--- config.mk ---
export PLATFORM = sky130hd
export DESIGN_NAME = tpu_csr
export DESIGN_NICKNAME = d
export VERILOG_FILES = /design/src/rtl/tpu_csr.sv
export SDC_FILE = /design/constraint.sdc
export NUM_CORES = 1
export LEC_CHECK = 0
export CORE_ASPECT_RATIO = 0.9
export CORE_MARGIN = 8
export CORE_UTILIZATION = 45
export CTS_BUF_LIST = sky130_fd_sc_hd__clkbuf_16
export DETAILED_ROUTE_END_ITERATION = 10
export SETUP_SLACK_MARGIN = 0.05
export SYNTH_ARGS = -nofsm -noshare
export SYNTH_HDL_FRONTEND = slang
export SYNTH_SLANG_ARGS = --single-unit
--- constraint.sdc ---
create_clock -name clk_i -period 4.2 [get_ports clk_i]
set_clock_uncertainty 0.05 [all_clocks]
set_input_delay 0.42 -clock clk_i [delete_from_list [all_inputs] [get_ports clk_i]]
set_output_delay 0.42 -clock clk_i [all_outputs]
set_load 0.1 [all_outputs]
--- src/rtl/tpu_csr.sv ---
// TPU control/status register block: config registers, start/busy/done tracking, completion irq.
// Optional TPU_CSR_PERF_CNT_EN turns register 8 into a saturating busy-cycle counter.
module tpu_csr #(
  parameter int NUM_REGS = 16,
  parameter int MADDR_W  = 16,
  parameter int RA_W     = $clog2(NUM_REGS)
) (
  input  logic               clk_i,
  input  logic               rst_ni,
  input  logic               we_i,
  input  logic               re_i,
  input  logic [RA_W-1:0]    addr_i,
  input  logic [31:0]        wdata_i,
  output logic [31:0]        rdata_o,
  output logic               rvalid_o,
  output logic               start_o,
  input  logic               valid_i,
  output logic [MADDR_W-1:0] m_o,
  output logic [MADDR_W-1:0] k_o,
  output logic [MADDR_W-1:0] n_o,
  output logic [MADDR_W-1:0] base_addra_o,
  output logic [MADDR_W-1:0] base_addrb_o,
  output logic [MADDR_W-1:0] base_addrp_o,
  output logic               irq_o
);

  // state  | meaning
  // S_IDLE | no job outstanding, START accepted, config writable
  // S_BUSY | job running, waiting for a valid_i rise
  typedef enum logic {S_IDLE, S_BUSY} state_e;

  state_e state_q, state_d;

  logic               valid_q, start_q, irq_en_q, done_q, err_q, irq_q, rvalid_q;
  logic [31:0]        rdata_q, rd_mux;
  logic [MADDR_W-1:0] cfg_q [8];
  logic [31:0]        scratch_q [NUM_REGS];

  logic busy, done_evt, wr_ctrl, wr_status, wr_cfg, wr_scratch;
  logic start_req, start_acc, err_set;

  assign busy      = (state_q == S_BUSY);
  assign done_evt  = valid_i & ~valid_q & busy;
  assign wr_ctrl   = we_i && (addr_i == RA_W'(0));
  assign wr_status = we_i && (addr_i == RA_W'(1));
  assign wr_cfg    = we_i && (addr_i >= RA_W'(2)) && (addr_i <= RA_W'(7));
`ifdef TPU_CSR_PERF_CNT_EN
  assign wr_scratch = we_i && (addr_i > RA_W'(8));
`else
  assign wr_scratch = we_i && (addr_i >= RA_W'(8));
`endif
  assign start_req = wr_ctrl & wdata_i[0];
  // A done event in the same cycle frees the core, so the new START is taken.
  assign start_acc = start_req & (~busy | done_evt);
  assign err_set   = busy & ((start_req & ~done_evt) | wr_cfg);

  always_ff @(posedge clk_i or negedge rst_ni) begin
    if (!rst_ni) state_q <= S_IDLE;
    else         state_q <= state_d;
  end

  always_comb begin
    state_d = state_q;
    case (state_q)
      S_IDLE:  if (start_acc) state_d = S_BUSY;
      S_BUSY:  if (start_acc) state_d = S_BUSY;
               else if (done_evt) state_d = S_IDLE;
      default: state_d = S_IDLE;
    endcase
  end

  always_ff @(posedge clk_i or negedge rst_ni) begin
    if (!rst_ni) begin
      valid_q  <= 1'b0;
      start_q  <= 1'b0;
      irq_en_q <= 1'b0;
      done_q   <= 1'b0;
      err_q    <= 1'b0;
      irq_q    <= 1'b0;
      for (int i = 0; i < 8; i++) cfg_q[i] <= '0;
    end else begin
      valid_q <= valid_i;
      start_q <= start_acc;
      irq_q   <= irq_en_q & done_q;
      if (wr_ctrl) irq_en_q <= wdata_i[1];
      // Set has priority over the W1C clear for both sticky flags.
      if (done_evt)                       done_q <= 1'b1;
      else if (wr_status && wdata_i[1])   done_q <= 1'b0;
      if (err_set)                        err_q  <= 1'b1;
      else if (wr_status && wdata_i[2])   err_q  <= 1'b0;
      if (wr_cfg && !busy) cfg_q[addr_i[2:0]] <= wdata_i[MADDR_W-1:0];
    end
  end

  always_ff @(posedge clk_i or negedge rst_ni) begin
    if (!rst_ni) begin
      for (int i = 0; i < NUM_REGS; i++) scratch_q[i] <= '0;
    end else if (wr_scratch) begin
      scratch_q[addr_i] <= wdata_i;
    end
  end

`ifdef TPU_CSR_PERF_CNT_EN
  logic [31:0] cycles_q;

  always_ff @(posedge clk_i or negedge rst_ni) begin
    if (!rst_ni)                       cycles_q <= '0;
    else if (start_q)                  cycles_q <= '0;
    else if (busy && (cycles_q != '1)) cycles_q <= cycles_q + 32'd1;
  end
`endif

  always_comb begin
    rd_mux = '0;
    if (addr_i == RA_W'(0))
      rd_mux = {30'b0, irq_en_q, 1'b0};
    else if (addr_i == RA_W'(1))
      rd_mux = {29'b0, err_q, done_q, busy};
    else if (addr_i <= RA_W'(7))
      rd_mux = 32'(cfg_q[addr_i[2:0]]);
`ifdef TPU_CSR_PERF_CNT_EN
    else if (addr_i == RA_W'(8))
      rd_mux = cycles_q;
`endif
    else
      rd_mux = scratch_q[addr_i];
  end

  always_ff @(posedge clk_i or negedge rst_ni) begin
    if (!rst_ni) begin
      rvalid_q <= 1'b0;
      rdata_q  <= '0;
    end else begin
      rvalid_q <= re_i;
      if (re_i) rdata_q <= rd_mux;
    end
  end

  assign rdata_o      = rdata_q;
  assign rvalid_o     = rvalid_q;
  assign start_o      = start_q;
  assign irq_o        = irq_q;
  assign m_o          = cfg_q[2];
  assign k_o          = cfg_q[3];
  assign n_o          = cfg_q[4];
  assign base_addra_o = cfg_q[5];
  assign base_addrb_o = cfg_q[6];
  assign base_addrp_o = cfg_q[7];

endmodule
; Yosys cells after proc, flatten, opt, wreduce, memory -nomap -nowiden
; Cells that the tools add are included.
[totals]
register_bits = 680
in_bits = 41
output_inout_bits = 131
elab_cells = 92
[op_classes]
order_cmp = 7
n_eq_ne = 1
mux = 23
n_bitwise = 14
reduce_logical = 14
[op_table]
columns = op, n
row1 = 512-bit bitwise mux, 1
row2 = 32-bit two-way mux, 6
row3 = 32-bit binary-select mux with 4-bit select, 1
row4 = 128-bit bitwise mux, 1
row5 = 32-bit demux with 4-bit select, 1
row6 = 16-bit binary-select mux with 3-bit select, 1
row7 = 16-bit demux with 3-bit select, 1
row8 = 16-bit two-way mux, 3
row9 = 1-bit logical AND, 10
row10 = "4-bit >= comparator, second input constant", 2
row11 = 1-bit bitwise AND, 7
row12 = 1-bit two-way mux, 7
row13 = "5-bit >= comparator, second input constant", 1
row14 = "5-bit by 1-bit < comparator with 1-bit output, second input constant", 1
row15 = 4-bit inverter with 5-bit output, 1
row16 = "4-bit by 1-bit equality test with 1-bit output, second input constant", 1
row17 = "4-bit by 2-bit >= comparator with 1-bit output, second input constant", 1
row18 = "4-bit by 3-bit less-or-equal comparator with 1-bit output, second input constant", 1
row19 = 4-bit logical NOT, 1
row20 = "4-bit by 1-bit < comparator with 1-bit output, second input constant", 1
row21 = 3-bit inverter with 4-bit output, 1
row22 = 2-bit nonzero test, 2
row23 = 1-bit inverter, 3
row24 = 1-bit bitwise OR, 2
row25 = other kinds (2), 2

; Longest topological paths before layout
[depth]
ltp_word = 8
mapped_depth = 7
ltp_nobuf = 4

; Worst setup path after synthesis
; OpenSTA, ideal clock, no wires.
[synth_path]
path_kind = input -> register
from = input addr_i[0]
to = register rdata_q[10], in the netlist rdata_o[10]
t_arrival_ns = 1.916
required_ns = 4.020
setup_slack_ns = 2.105
stages = 6
path_buffers = 3
cell_sequence = buf_2 -> buf_2 -> buf_2 -> mux4_2 -> a22oi_1 -> nand3_1
[synth_via]
elab_chain_len = 7
[synth_rtl]
columns = item, line_no
row1 = start: declaration, 12  ; input logic [RA_W-1:0] addr_i,
row2 = 4-bit inverter with 5-bit output (implied by the code) / 3-bit inverter with 4-bit output (equally long branches), "126, 120"
row3 = 32-bit binary-select mux with 4-bit select / 16-bit binary-select mux with 3-bit select (equally long branches), "126, 120"
row4 = 32-bit two-way mux (implied by the code) / 16-bit two-way mux (equally long branches) (2 in a row), "126, 120"
row5 = 32-bit two-way mux, 119  ; else if (addr_i <= RA_W'(7))
row6 = 32-bit two-way mux, 117  ; else if (addr_i == RA_W'(1))
row7 = 32-bit two-way mux (*), 115  ; if (addr_i == RA_W'(0))
row8 = end signal: assignment, 135  ; if (re_i) rdata_q <= rd_mux;
row9 = end: declaration, 35  ; logic [31:0] rdata_q, rd_mux;
; Mark *: on every way between the ends. The rest lies on a longest branch, timed or not. The select of a mux whose other input is x is not followed.
; A chain may end at the register's enable or synchronous reset.

; Final worst setup path
[layout_path]
from = register cfg_q (netlist bit base_addrp_o[15])
to = output base_addrp_o[15]
[layout_lines]
columns = item, line_no
row1 = start: declaration, 36  ; logic [MADDR_W-1:0] cfg_q [8];
row2 = start signal: indexed assignment, 91  ; if (wr_cfg && !busy) cfg_q[addr_i[2:0]] <= wdata_i[MADDR_W-1:0];
row3 = end: declaration, 23  ; output logic [MADDR_W-1:0] base_addrp_o,
; No word-level cell between the ends.

==> flow_summary.toml <==
[critical_path]
path_max_fanout = 3
crit_chain = "clkdlybuf4s50_1"
cp-end-kind = "output port"
worstPathRequired_ns = 3.73
arrival_ns = 2.24
cp_slowest_stage_delay_ns = 1.19
crit_buf_inv = 1
path_delay_family = "buffers and inverters"
critPathLaunchType = "register"
path_class = "register to output port"
crit_slowest_cell = "clkdlybuf4s50_1"

[die]
dieArea_um2 = 49230
dieHeight_um = 211.3
fp-row-count = 71
die_w_um = 233.0
start_util_pct = 45.57
num_io_pins = 172
core-area_um2 = 41840

[synth]
syn_area_per_cell_um2 = 14.76
ys.flop_type = "dfrtp_1"
synth_top_family_by_area = "multiplexers"
syn-num-nets = 1333
synth-edff-count = 0
yosysTopAreaCell = "dfrtp_1"
ys_async_sr_fraction_pct = 100.0
syn_inst = 1292
ys_warn_count = 0
synth-xor-area-share_pct = 0
yosysSeqAreaShare_pct = 55.25
synth_cell_type_count = 38
synth_top_area_share_pct = 55.25
synth_common_cells = "421 x dfrtp_1, 352 x mux2_2, 97 x buf_4, 77 x mux4_2, 73 x clkbuf_1"
synth.top_cells.by_area = "dfrtp_1 55%, mux2_2 21%, mux4_2 9.1%"
synthSimpleGateAreaFrac_pct = 2.198
synth_compound_area_share_pct = 2.631
synth.area.mux_share_pct = 33.06
yosysMostFrequentCell = "dfrtp_1"
netlist_area_um2 = 19070
synth-seq-cells = 421
synthAdderAreaFrac_pct = 0

[placement]
routabilityCongestion = 0.7543
numPortBuffers = 171
dp_hpwl_um = 29700

[pwr]
p_int_uw = 8806
swShare_pct = 36.21
peakVddDrop_uv = 539.2
combPwrFrac_pct = 31.2
seq_power_share_pct = 39.5
pwr-share-clk_pct = 29.3
power.density_nw_per_um2 = 624.5
cellLeakagePower_uw = 0.009533
power.switching_uw = 4998

[drt]
drt-total-wl_um = 47820
first_pass_iters = 5
drc = 0
drtIter0Drc = 696
viasPerCell = 5.637
ant_nets = 0
num_vias = 10760
wire_per_inst_um = 25.06

[timing]
hold_viol_final = 0
slew_viol_final = 0
slew_headroom_pct = 23.90
hold-worst-slack_ns = 0.3214
period_minus_slack_ns = 2.707
fin_tns_setup_ns = 0
fmax_mhz = 369.5
setup_viol = 0
rsz0062_at_grt = "false"
min_period_over_period_pct = 64.44
worst_pin_slew_ns = 1.142

[global_routing]
grt_pass1_wl_um = 74410
track_usage_pct = 19.79
grt_max_degree = 105
antenna_found_initial = 1
grt_pass1_vias = 11630
gr-total-overflow = 0

[cells_and_area]
nets = 1366
multi_input_area_um2 = 7277
area_growth_pct = 15.92
nFillCells = 3504
drive_gt1_share_pct = 40.41
antennaDiodeCount = 0
regArea_um2 = 10540

[job]
cap_violations = 0

[outcome]
status = "finished clean"

[cts]
path_clk_slew_ns = 0.06
cts.repair.resized = 0
cts_buffers = 47
postCtsSetupRepairBufs = 0
clockBufferDepth = 3
clkLatencyLatePin_ns = 0.57
cts_tree = "yes"
clock_sinks = 421
htree_levels = 2
clockRootBuffer = "clkbuf_16"

[worst_hold_path]
hp-class = "register to register"
## power by group through the flow
stage                     Combinational, uW  Sequential, uW  Clock (uW)
after floorplan                        3270            5720           0
after global placement                 4300            5480           0
after detailed placement               4340            5510           0
after CTS                              4350            5450        4140
after global routing                   4490            5560        4300
final                                  4310            5450        4050
## stage by stage
stage	utilization [%]	instance area [um^2]	instances	total power [uW]	setup slack, ns
after detailed placement	49.19	20580	1822	9856	1.007
final	52.83	22100	1908	13800	1.493
after CTS	52.83	22100	1908	13940	1.481
after global placement	49.19	20580	1822	9778	1.044
after floorplan	-	19070	1292	8991	2.105
after global routing	52.83	22100	1908	14350	1.458
## path summary, 6_finish.rpt
check / from / end / slack, ns / cells after the start
min: cfg_q[101] / cfg_q[101] / 0.32 / 0
max reg2reg: busy / k_o[11] / 2.03 / 2
max in group asynchronous: rst_ni / scratch_q[113] / 2.58 / 3
max: base_addrp_o[15] / base_addrp_o[15] / 1.49 / 1
min reg2reg: cfg_q[101] / cfg_q[101] / 0.32 / 0
min in group asynchronous: rst_ni / m_o[6] / 0.47 / 2
## timing repair
item                                   4_1_cts  5_1_grt
endpoints found under the hold margin       99        0
setup endpoints to repair                    0        0
hold buffers                                 1        0
## kinds of logic after synthesis
kind of cell    Yosys count
flops                   421
mux                     484
buf+inv                 236
simple gates             79
compound gates           72
## flip-flops by register name, indices dropped and copies added (netlist names)
| register | flops |
|---|---|
| base_addrb_o | 16 |
| start_o | 1 |
| irq_en_q | 1 |
| irq_o | 1 |
| n_o | 16 |
| base_addra_o | 16 |
| cfg_q | 29 |
| valid_q | 1 |
| err_q | 1 |
| scratch_q | 256 |
| rvalid_o | 1 |
| done_q | 1 |
| rdata_o | 32 |
| m_o | 16 |
| base_addrp_o | 16 |
| busy | 1 |
| k_o | 16 |
## cell usage in the layout, fill, tap and decap left out, drive strengths merged, types with 18 or more instances in the layout
cell type,Yosys,final
clkbuf,73,49
nand2b,18,18
clkinv,0,25
buf,143,34
dfrtp,421,421
mux4,77,77
mux2i,41,41
clkdlybuf4s50,0,165
mux2,366,366
inv,20,26
nand3,18,18
## layer usage
layer  up-vias  part of all wire, %  track usage (%)
li1       4647                    -                -
met1      5803                   48            29.13
met2       240                   46            29.85
met3        64                  4.7            3.692
met4         2                  2.0            5.326
met5         -                0.027                0
## layout make-up
| class | count | share of cell area, % |
|---|---|---|
| flip-flops and latches | 421 | 47.66 |
| multi-input cells | 635 | 32.92 |
| repair buffers | 200 | 9.142 |
| clock buffers | 49 | 5.547 |
| well taps | 547 | 3.096 |
| clock inverters | 36 | 1.291 |
| inverters | 20 | 0.3396 |
(Power assumes the default switching activity.)
